<file path="src/rtl/mem_arbiter_pkg.sv">
// rtl/mem_arbiter_pkg.sv - shared types, widths and helpers for the memory bus arbiter
// Contents:
//   arb_state_e  arbiter FSM states (idle, bus owned by fetch, bus owned by data, response)
//   *_W          bus and counter widths
//   sat_inc      saturating increment used for the data-grant run counter
package mem_arbiter_pkg;

  localparam int INST_ADDR_W = 32;  // fetch address width
  localparam int REG_W       = 32;  // data / register width
  localparam int SEL_W       = 4;   // byte enables
  localparam int RUN_CNT_W   = 8;   // consecutive data-grant counter
  localparam int TO_CNT_W    = 8;   // bus timeout counter

  typedef enum logic [1:0] {
    ARB_IDLE     = 2'd0,
    ARB_BUSY_IF  = 2'd1,
    ARB_BUSY_MEM = 2'd2,
    ARB_RESP     = 2'd3
  } arb_state_e;

  function automatic logic [RUN_CNT_W-1:0] sat_inc(
    input logic [RUN_CNT_W-1:0] value,
    input logic [RUN_CNT_W-1:0] limit
  );
    return (value >= limit) ? value : value + RUN_CNT_W'(1);
  endfunction

endpackage

</file>
<file path="src/rtl/mem_arbiter_if.sv">
// rtl/mem_arbiter_if.sv - requester and external bus signals of the memory bus arbiter
// Signals:
//   if_req/if_addr -> if_rdata/if_ack/if_err           instruction-fetch requester
//   mem_req/we/addr/wdata/sel -> mem_rdata/ack/err     data-access requester
//   bus_ce/we/addr/wdata/sel -> bus_rdata/bus_ack      external memory bus
//   stallreq_o                                         stall request toward pipeline control
// Modports: slave = arbiter side, master = environment (requesters + bus) side.
interface mem_arbiter_if;
  import mem_arbiter_pkg::*;

  logic                   if_req;
  logic [INST_ADDR_W-1:0] if_addr;
  logic [REG_W-1:0]       if_rdata;
  logic                   if_ack;
  logic                   if_err;

  logic                   mem_req;
  logic                   mem_we;
  logic [REG_W-1:0]       mem_addr;
  logic [REG_W-1:0]       mem_wdata;
  logic [SEL_W-1:0]       mem_sel;
  logic [REG_W-1:0]       mem_rdata;
  logic                   mem_ack;
  logic                   mem_err;

  logic                   bus_ce;
  logic                   bus_we;
  logic [REG_W-1:0]       bus_addr;
  logic [REG_W-1:0]       bus_wdata;
  logic [SEL_W-1:0]       bus_sel;
  logic [REG_W-1:0]       bus_rdata;
  logic                   bus_ack;

  logic                   stallreq_o;

  modport slave (
    input  if_req, if_addr, mem_req, mem_we, mem_addr, mem_wdata, mem_sel,
           bus_rdata, bus_ack,
    output if_rdata, if_ack, if_err, mem_rdata, mem_ack, mem_err,
           bus_ce, bus_we, bus_addr, bus_wdata, bus_sel, stallreq_o
  );

  modport master (
    output if_req, if_addr, mem_req, mem_we, mem_addr, mem_wdata, mem_sel,
           bus_rdata, bus_ack,
    input  if_rdata, if_ack, if_err, mem_rdata, mem_ack, mem_err,
           bus_ce, bus_we, bus_addr, bus_wdata, bus_sel, stallreq_o
  );

endinterface

</file>
<file path="src/rtl/mem_arbiter_timeout_cnt.sv">
// rtl/mem_arbiter_timeout_cnt.sv - bus cycle timeout counter with terminal-count flag
// Ports:
//   clk, rst  clock and synchronous active-high reset
//   clr       clear the count (held while the bus is not owned)
//   inc       count one bus cycle
//   tc        current cycle is the LIMIT-th counted cycle
module mem_arbiter_timeout_cnt
  import mem_arbiter_pkg::*;
#(
  parameter int LIMIT = 255
) (
  input  logic clk,
  input  logic rst,
  input  logic clr,
  input  logic inc,
  output logic tc
);

  logic [TO_CNT_W-1:0] count;

  always_ff @(posedge clk) begin
    if (rst || clr) begin
      count <= '0;
    end else if (inc) begin
      count <= count + TO_CNT_W'(1);
    end
  end

  // Count starts at 0 in the first owned cycle, so LIMIT-1 marks the LIMIT-th cycle.
  assign tc = (count == TO_CNT_W'(LIMIT - 1));

endmodule

</file>
<file path="src/rtl/mem_arbiter.sv">
// rtl/mem_arbiter.sv - shares one memory bus between instruction fetch and data access
// Ports:
//   clk   system clock, all state on the rising edge
//   rst   synchronous active-high reset
//   arb   mem_arbiter_if.slave: both requesters, the external bus and stallreq_o
// Parameters:
//   MAX_MEM_RUN  data grants allowed in a row while fetch waits
//   TIMEOUT      owned bus cycles without bus_ack before the access fails
module mem_arbiter
  import mem_arbiter_pkg::*;
#(
  parameter int MAX_MEM_RUN = 4,
  parameter int TIMEOUT     = 255
) (
  input  logic         clk,
  input  logic         rst,
  mem_arbiter_if.slave arb
);

  localparam logic [RUN_CNT_W-1:0] RUN_LIMIT = RUN_CNT_W'(MAX_MEM_RUN);

  arb_state_e           state;
  logic                 owner_mem;
  logic [RUN_CNT_W-1:0] run_cnt;
  logic                 busy;
  logic                 grant_mem;
  logic                 grant_if;
  logic                 to_tc;

  assign busy = (state == ARB_BUSY_IF) || (state == ARB_BUSY_MEM);

  // Data access is the older instruction and wins, unless fetch has already
  // watched RUN_LIMIT data grants go by.
  assign grant_mem = arb.mem_req && (!arb.if_req || (run_cnt != RUN_LIMIT));
  assign grant_if  = arb.if_req && !grant_mem;

  assign arb.stallreq_o = (arb.if_req & ~arb.if_ack) | (arb.mem_req & ~arb.mem_ack);

  mem_arbiter_timeout_cnt #(
    .LIMIT (TIMEOUT)
  ) u_timeout (
    .clk (clk),
    .rst (rst),
    .clr (!busy),
    .inc (busy),
    .tc  (to_tc)
  );

  always_ff @(posedge clk) begin
    if (rst) begin
      state         <= ARB_IDLE;
      owner_mem     <= 1'b0;
      run_cnt       <= '0;
      arb.bus_ce    <= 1'b0;
      arb.bus_we    <= 1'b0;
      arb.bus_addr  <= '0;
      arb.bus_wdata <= '0;
      arb.bus_sel   <= '0;
      arb.if_ack    <= 1'b0;
      arb.if_err    <= 1'b0;
      arb.if_rdata  <= '0;
      arb.mem_ack   <= 1'b0;
      arb.mem_err   <= 1'b0;
      arb.mem_rdata <= '0;
    end else begin
      // Completion flags are single-cycle pulses covering only the RESP state.
      arb.if_ack  <= 1'b0;
      arb.if_err  <= 1'b0;
      arb.mem_ack <= 1'b0;
      arb.mem_err <= 1'b0;

      case (state)
        ARB_IDLE: begin
          if (grant_mem) begin
            state         <= ARB_BUSY_MEM;
            owner_mem     <= 1'b1;
            arb.bus_ce    <= 1'b1;
            arb.bus_we    <= arb.mem_we;
            arb.bus_addr  <= arb.mem_addr;
            arb.bus_wdata <= arb.mem_wdata;
            arb.bus_sel   <= arb.mem_sel;
            run_cnt       <= arb.if_req ? sat_inc(run_cnt, RUN_LIMIT) : '0;
          end else if (grant_if) begin
            state         <= ARB_BUSY_IF;
            owner_mem     <= 1'b0;
            arb.bus_ce    <= 1'b1;
            arb.bus_we    <= 1'b0;
            arb.bus_addr  <= arb.if_addr;
            arb.bus_wdata <= '0;
            arb.bus_sel   <= '0;
            run_cnt       <= '0;
          end else begin
            // No grant means if_req is low, so fetch is not being starved.
            run_cnt <= '0;
          end
        end

        ARB_BUSY_IF, ARB_BUSY_MEM: begin
          // An ack arriving in the last allowed cycle still counts as success.
          if (arb.bus_ack || to_tc) begin
            state      <= ARB_RESP;
            arb.bus_ce <= 1'b0;
            if (owner_mem) begin
              arb.mem_ack   <= 1'b1;
              arb.mem_err   <= !arb.bus_ack;
              arb.mem_rdata <= arb.bus_ack ? arb.bus_rdata : '0;
            end else begin
              arb.if_ack   <= 1'b1;
              arb.if_err   <= !arb.bus_ack;
              arb.if_rdata <= arb.bus_ack ? arb.bus_rdata : '0;
            end
          end
        end

        ARB_RESP: begin
          // Requests are not sampled here: the requester is still seeing its ack.
          state <= ARB_IDLE;
        end

        default: begin
          state <= ARB_IDLE;
        end
      endcase
    end
  end

endmodule

</file>
<file path="src/flat_wrapper.sv">
// flat-port wrapper written by rule: the top's interface ports become plain ports
module mem_arbiter_flat import mem_arbiter_pkg::*;
#(
  parameter int MAX_MEM_RUN = 4,
  parameter int TIMEOUT     = 255
)
  (clk, rst, arb_if_req, arb_if_addr, arb_mem_req, arb_mem_we, arb_mem_addr, arb_mem_wdata, arb_mem_sel, arb_bus_rdata, arb_bus_ack, arb_if_rdata, arb_if_ack, arb_if_err, arb_mem_rdata, arb_mem_ack, arb_mem_err, arb_bus_ce, arb_bus_we, arb_bus_addr, arb_bus_wdata, arb_bus_sel, arb_stallreq_o);
  mem_arbiter_if arb_i ();
  input  logic clk;
  input  logic rst;
  input wire logic [$bits(arb_i.if_req)-1:0] arb_if_req;
  input wire logic [$bits(arb_i.if_addr)-1:0] arb_if_addr;
  input wire logic [$bits(arb_i.mem_req)-1:0] arb_mem_req;
  input wire logic [$bits(arb_i.mem_we)-1:0] arb_mem_we;
  input wire logic [$bits(arb_i.mem_addr)-1:0] arb_mem_addr;
  input wire logic [$bits(arb_i.mem_wdata)-1:0] arb_mem_wdata;
  input wire logic [$bits(arb_i.mem_sel)-1:0] arb_mem_sel;
  input wire logic [$bits(arb_i.bus_rdata)-1:0] arb_bus_rdata;
  input wire logic [$bits(arb_i.bus_ack)-1:0] arb_bus_ack;
  output wire logic [$bits(arb_i.if_rdata)-1:0] arb_if_rdata;
  output wire logic [$bits(arb_i.if_ack)-1:0] arb_if_ack;
  output wire logic [$bits(arb_i.if_err)-1:0] arb_if_err;
  output wire logic [$bits(arb_i.mem_rdata)-1:0] arb_mem_rdata;
  output wire logic [$bits(arb_i.mem_ack)-1:0] arb_mem_ack;
  output wire logic [$bits(arb_i.mem_err)-1:0] arb_mem_err;
  output wire logic [$bits(arb_i.bus_ce)-1:0] arb_bus_ce;
  output wire logic [$bits(arb_i.bus_we)-1:0] arb_bus_we;
  output wire logic [$bits(arb_i.bus_addr)-1:0] arb_bus_addr;
  output wire logic [$bits(arb_i.bus_wdata)-1:0] arb_bus_wdata;
  output wire logic [$bits(arb_i.bus_sel)-1:0] arb_bus_sel;
  output wire logic [$bits(arb_i.stallreq_o)-1:0] arb_stallreq_o;
  assign arb_i.if_req = arb_if_req;
  assign arb_i.if_addr = arb_if_addr;
  assign arb_i.mem_req = arb_mem_req;
  assign arb_i.mem_we = arb_mem_we;
  assign arb_i.mem_addr = arb_mem_addr;
  assign arb_i.mem_wdata = arb_mem_wdata;
  assign arb_i.mem_sel = arb_mem_sel;
  assign arb_i.bus_rdata = arb_bus_rdata;
  assign arb_i.bus_ack = arb_bus_ack;
  assign arb_if_rdata = arb_i.if_rdata;
  assign arb_if_ack = arb_i.if_ack;
  assign arb_if_err = arb_i.if_err;
  assign arb_mem_rdata = arb_i.mem_rdata;
  assign arb_mem_ack = arb_i.mem_ack;
  assign arb_mem_err = arb_i.mem_err;
  assign arb_bus_ce = arb_i.bus_ce;
  assign arb_bus_we = arb_i.bus_we;
  assign arb_bus_addr = arb_i.bus_addr;
  assign arb_bus_wdata = arb_i.bus_wdata;
  assign arb_bus_sel = arb_i.bus_sel;
  assign arb_stallreq_o = arb_i.stallreq_o;
  mem_arbiter #(.MAX_MEM_RUN(MAX_MEM_RUN), .TIMEOUT(TIMEOUT)) u_core (.clk(clk), .rst(rst), .arb(arb_i));
endmodule
</file>
<file path="config.mk">
export PLATFORM = sky130hd
export DESIGN_NAME = mem_arbiter_flat
export DESIGN_NICKNAME = d
export VERILOG_FILES = /design/src/rtl/mem_arbiter_pkg.sv /design/src/rtl/mem_arbiter_if.sv /design/src/rtl/mem_arbiter_timeout_cnt.sv /design/src/rtl/mem_arbiter.sv /design/src/flat_wrapper.sv
export SDC_FILE = /design/constraint.sdc
export NUM_CORES = 1
export LEC_CHECK = 0
export CAP_MARGIN = 20
export CELL_PAD_IN_SITES_DETAIL_PLACEMENT = 0
export CELL_PAD_IN_SITES_GLOBAL_PLACEMENT = 2
export CORE_ASPECT_RATIO = 1.2
export CORE_UTILIZATION = 23
export DETAILED_ROUTE_END_ITERATION = 6
export PLACE_DENSITY_LB_ADDON = 0.1
export RECOVER_POWER = 25
export SLEW_MARGIN = 40
export SYNTH_ARGS = -nofsm -noshare
export SYNTH_HDL_FRONTEND = slang
export SYNTH_HIERARCHICAL = 1
export SYNTH_SLANG_ARGS = --single-unit
</file>
<file path="constraint.sdc">
create_clock -name clk -period 2.5 [get_ports clk]
set_input_delay 0.5 -clock clk [delete_from_list [all_inputs] [get_ports clk]]
set_output_delay 0.5 -clock clk [all_outputs]
set_load 0.1 [all_outputs]
</file>
Word-level counts from Yosys, hierarchy flattened. Index checks and enable logic that the tools add are counted.

Muxes and demuxes: 23. Equal/unequal tests: 8. Bitwise gates (word level): 8. $add $sub $neg: 2. Reduce and logical (&&, ||, !) cells: 23. Order comparisons: 1.

Operators by type and width (count): 32-bit 2-to-1 mux (5); 8-bit 2-to-1 mux (3); 8-bit by 1-bit adder with 8-bit output, second input constant (2); 3-bit AND reduction (3); 8-bit equality test, second input constant (1); 8-bit by 3-bit greater-or-equal comparator with 1-bit output, second input constant (1); 1-bit 2-to-1 mux (8); 4-bit 2-to-1 mux (2); 8-bit by 3-bit inequality test with 1-bit output, second input constant (1); 4-bit OR reduction (2); 2-bit 2-to-1 mux (3); 2-bit one-hot mux with 3 select lines (1); 2-bit AND reduction (3); 1-bit inverter (5); 2-bit equality test, second input constant (2); 1-bit zero test (4); 1-bit logical OR (4); 2-bit nonzero test (2); 3-bit by 1-bit inequality test with 1-bit output, second input constant (1); 3-bit inequality test, second input constant (1); 3-bit OR reduction (1); 1-bit AND (2); 2-bit by 1-bit equality test with 1-bit output, second input constant (1); 1-bit logical AND (2); other kinds (5) (5).

Output and inout port bits: 139. Input port bits: 138. Register bits after elaboration: 157. Word-level logic and storage cells: 80.

Logic depth before layout (Yosys ltp).
Word-level depth: 8. Depth in mapped cells: 10. Mapped depth without buffers: 8.

Hierarchy. Netlist, hierarchy kept.

By module, submodules not included: mem_arbiter (cells an instance 556, instances 1, seq. area each 2982.9 µm², area each 5286.3 µm²); mem_arbiter_timeout_cnt (cells an instance 42, instances 1, seq. area each 160.2 µm², area each 369.1 µm²).

Worst setup path before layout. OpenSTA, ideal clock, no wires.

Path kind: flip-flop to output port. From: register u_core.arb.mem_ack. To: output port arb_stallreq_o. Required time: 2.000 ns. Arrival time: 2.271 ns. Cell stages (with the launch flop): 2. Slack: -0.271 ns. Path through: dfxtp_1 > o22ai_1.

Word-level cells in the longest chain between the ends: 3.

RTL lines: start, declared (RTL line mem_arbiter_if.sv:39) `output if_rdata, if_ack, if_err, mem_rdata, mem_ack, mem_err,`; start signal, assigned (RTL line mem_arbiter.sv:62) `arb.mem_ack <= 1'b0;`; start signal, assigned (RTL line mem_arbiter.sv:69) `arb.mem_ack <= 1'b0;`; start signal, assigned (RTL line mem_arbiter.sv:104) `arb.mem_ack <= 1'b1;`; 1-bit inverter (RTL line mem_arbiter.sv:37) `assign arb.stallreq_o = (arb.if_req & ~arb.if_ack) | (arb.mem_req & ~arb.mem_ack);`; 1-bit AND (RTL line mem_arbiter.sv:37); 1-bit bitwise OR (RTL line mem_arbiter.sv:37); end, declared (RTL line flat_wrapper.sv:31) `output wire logic [$bits(arb_i.stallreq_o)-1:0] arb_stallreq_o;`.

Every way passes these cells.

Worst setup path after layout.
From: input port arb_if_req. To: output port arb_stallreq_o.

Word-level cells in the longest chain between the ends: 2.

RTL lines: start, declared (RTL line flat_wrapper.sv:11) `input wire logic [$bits(arb_i.if_req)-1:0] arb_if_req;`; 1-bit AND (RTL line mem_arbiter.sv:37); 1-bit bitwise OR (RTL line mem_arbiter.sv:37).

Every way passes these cells.

==> results.toml <==
[synth]
synthCells = 598
async_reset_ff_frac = 0
synth_cell_types = 37
ys_ff_latch = 157
synth_area_um2 = 5660
synthesis.nets = 741
synth_area_leader_cell = "dfxtp_1"
synth-main-ff-cell = "dfxtp_1"
yosysTopAreaCellShare = 0.556
synth_area_leaders = "dfxtp_1 (56%), a22oi_1 (8.5%), nor2_1 (7.3%)"
yosysWarnings = 6
syn_area_per_cell_um2 = 9.46
synth-edff-count = 0
ys_seq_area_frac = 0.556

[clock_tree]
root_buffer = "clkbuf_16"
clkLatencyLatePin_ns = 0.42
cts_resized = 0
cts_hold_buf = 0
htreeDepth = 4
clockBufferDepth = 2
cts_tree = "yes"
cts_setup_buffers = 0
numCtsBuffers = 17
cts_sinks = 157
path_clk_slew_ns = 0.06

[hold_path]
hold_start = "u_core/arb.bus_wdata[30]"
hold_path_end = "u_core/arb.bus_wdata[30]"
min_path_cells = 1
min_path_type = "reg2reg"

[power]
p_per_area_nw_per_um2 = 1350
p_leak_nw = 3.46
ir_drop_v = 0.000550

[drt]
postRouteWirelength_mm = 20.1
wl_per_cell_um = 16.8
dr.pass1.iters = 4
ant_nets = 0
drt_iter0_markers = 189
drt_drc_violations_left = 0
viasPerCell = 4.62
num_vias = 5514

[final_layout]
final_core_util = 0.367
final_common_cell = "dfxtp_1"
final_cells = 1193
fillers = 2520
mostFrequentLayoutCells = "dfxtp_1 (157), clkdlybuf4s50_1 (136), nor2_1 (107)"
drive_gt1_frac = 0.155
antenna_cells = 0
fin_nets = 1005
syn_to_final_growth_pct = 55.9

[worst_setup_path]
crit_path_end_kind = "primary output"
reg2reg_setup_slack_ns = 0.41
r2r-end = "u_core/arb.if_rdata[3]"
reg2reg_from = "u_core/u_timeout/count[2]"
r2r_cells = 6
worst_ep_required_time_ns = 2.00
arrival_ns = 1.68
start_kind = "input port"
path_class = "in2out"
critical_path.max_fanout = 6
cp-startpoint = "arb_if_req"

[floorplan]
start_util = 0.235
ios = 277
die_area_um2 = 25200
die_height_um = 174
core_um2 = 24000
die_x_um = 145
rows = 62

[place]
numPortBuffers = 276
dpl.hpwl_mm = 14.1
gp_routability_congestion = 0.758
placed_cells = 1163
place_ws_ns = 0.163

[sta]
setup_viol = 0
final_hold_viol_count = 0
max-slew-margin-rel = 0.177
period_share = 0.871
period_minus_slack_ns = 2.18
tightest_slew_ns = 1.24
rsz0062_at_grt = "false"
skew_ns = 0.0135
max_freq_mhz = 459
drv_slew = 0
fin_tns_setup_ns = 0
timing.final.ws_setup_ns = 0.321

[global_routing]
grt_max_degree = 53
grtUsageTotal = 0.158
antenna_found_initial = 0
first_global_vias = 5646
overflow = 0
grt_pass1_wl_mm = 31.3

[flow_run]
cap_viol_max_count = 0

[outcome]
status = "complete, no violations"
-- cell usage after synthesis (all sizes together) (5+ instances only) --
cell type,n
dfxtp,157
inv,11
nand2,73
a311oi,33
ha,5
a22o,37
nand4,5
a21oi,9
nor2,110
clkbuf,41
buf,7
a22oi,64
-- power breakdown --
part           internal [mW]  switching, mW  leakage [nW]
Sequential              3.02          0.288          1.28
Combinational           1.13           4.70          1.88
Clock                   1.63           1.09         0.298
-- area by class of cell --
type	instances	area, µm²	area share
clock inverters	11	158	0.0179
flip-flops and latches	157	3140	0.357
clock buffers	19	453	0.0514
repair buffers	293	2330	0.264
multi-input cells	382	2290	0.260
well taps	320	400	0.0454
inverters	11	41.3	0.00468
-- worst max path at each step --
stage	to	slack (ns)	depth (start not counted)
3_3_place_gp	u_core/arb.bus_wdata[12]	0.20	6
4_1_cts	arb_stallreq_o	0.32	4
5_1_grt	u_core/arb.if_rdata[7]	0.23	6
2_1_floorplan	arb_stallreq_o	0.36	1
3_5_place_dp	u_core/arb.bus_wdata[8]	0.16	6
6_report	arb_stallreq_o	0.32	4
-- stage by stage --
| stage | hold WS [ns] | power [mW] | area (µm²) |
|---|---|---|---|
| finish | 0.473 | 11.9 | 8820 |
| CTS | 0.478 | 12.2 | 9080 |
| detailed placement | 0.467 | 9.46 | 8470 |
| global placement | 0.461 | 9.41 | 8470 |
| floorplan | 0.449 | 7.95 | 5660 |
| global route | 0.503 | 12.4 | 8820 |
-- cells by family (layout without fill, tap and decap cells) --
logic type               after synthesis  in the layout  share of synthesized area
AND/OR/NAND/NOR                      213            213                      0.158
XOR/XNOR                               4              4                    0.00620
flip-flops                           157            157                      0.556
buffers and inverters                 59            334                     0.0440
adder cells (fa/ha/maj)                5              5                     0.0111
AO/OA/AOI/OAI                        160            160                      0.225
-- critical path, stage by stage --
cell and delay, ns:
clkdlybuf4s50_1 0.57, inv_1 0.15, o22ai_2 0.25, buf_12 0.20
-- flip-flops by register name, indices dropped and copies added (netlist names) --
register / count
u_core/arb.bus_addr: 32
u_core/arb.bus_ce: 1
u_core/arb.bus_sel: 4
u_core/arb.bus_wdata: 32
u_core/arb.bus_we: 1
u_core/arb.if_ack: 1
u_core/arb.if_err: 1
u_core/arb.if_rdata: 32
u_core/arb.mem_ack: 1
u_core/arb.mem_err: 1
u_core/arb.mem_rdata: 32
u_core/owner_mem: 1
u_core/run_cnt: 8
u_core/state: 2
u_core/u_timeout/count: 8
-- routing by layer --
layer  part of all wire  wire, µm  GRT usage  up-vias
li1                   -         -          -     2674
met1               0.43      8620      0.185     2640
met2               0.49      9890      0.272      190
met3              0.070      1400     0.0537       10
met4             0.0086       173     0.0447        0
met5                  0         0          0        -
Note: power is estimated with default switching activity, not from simulation.
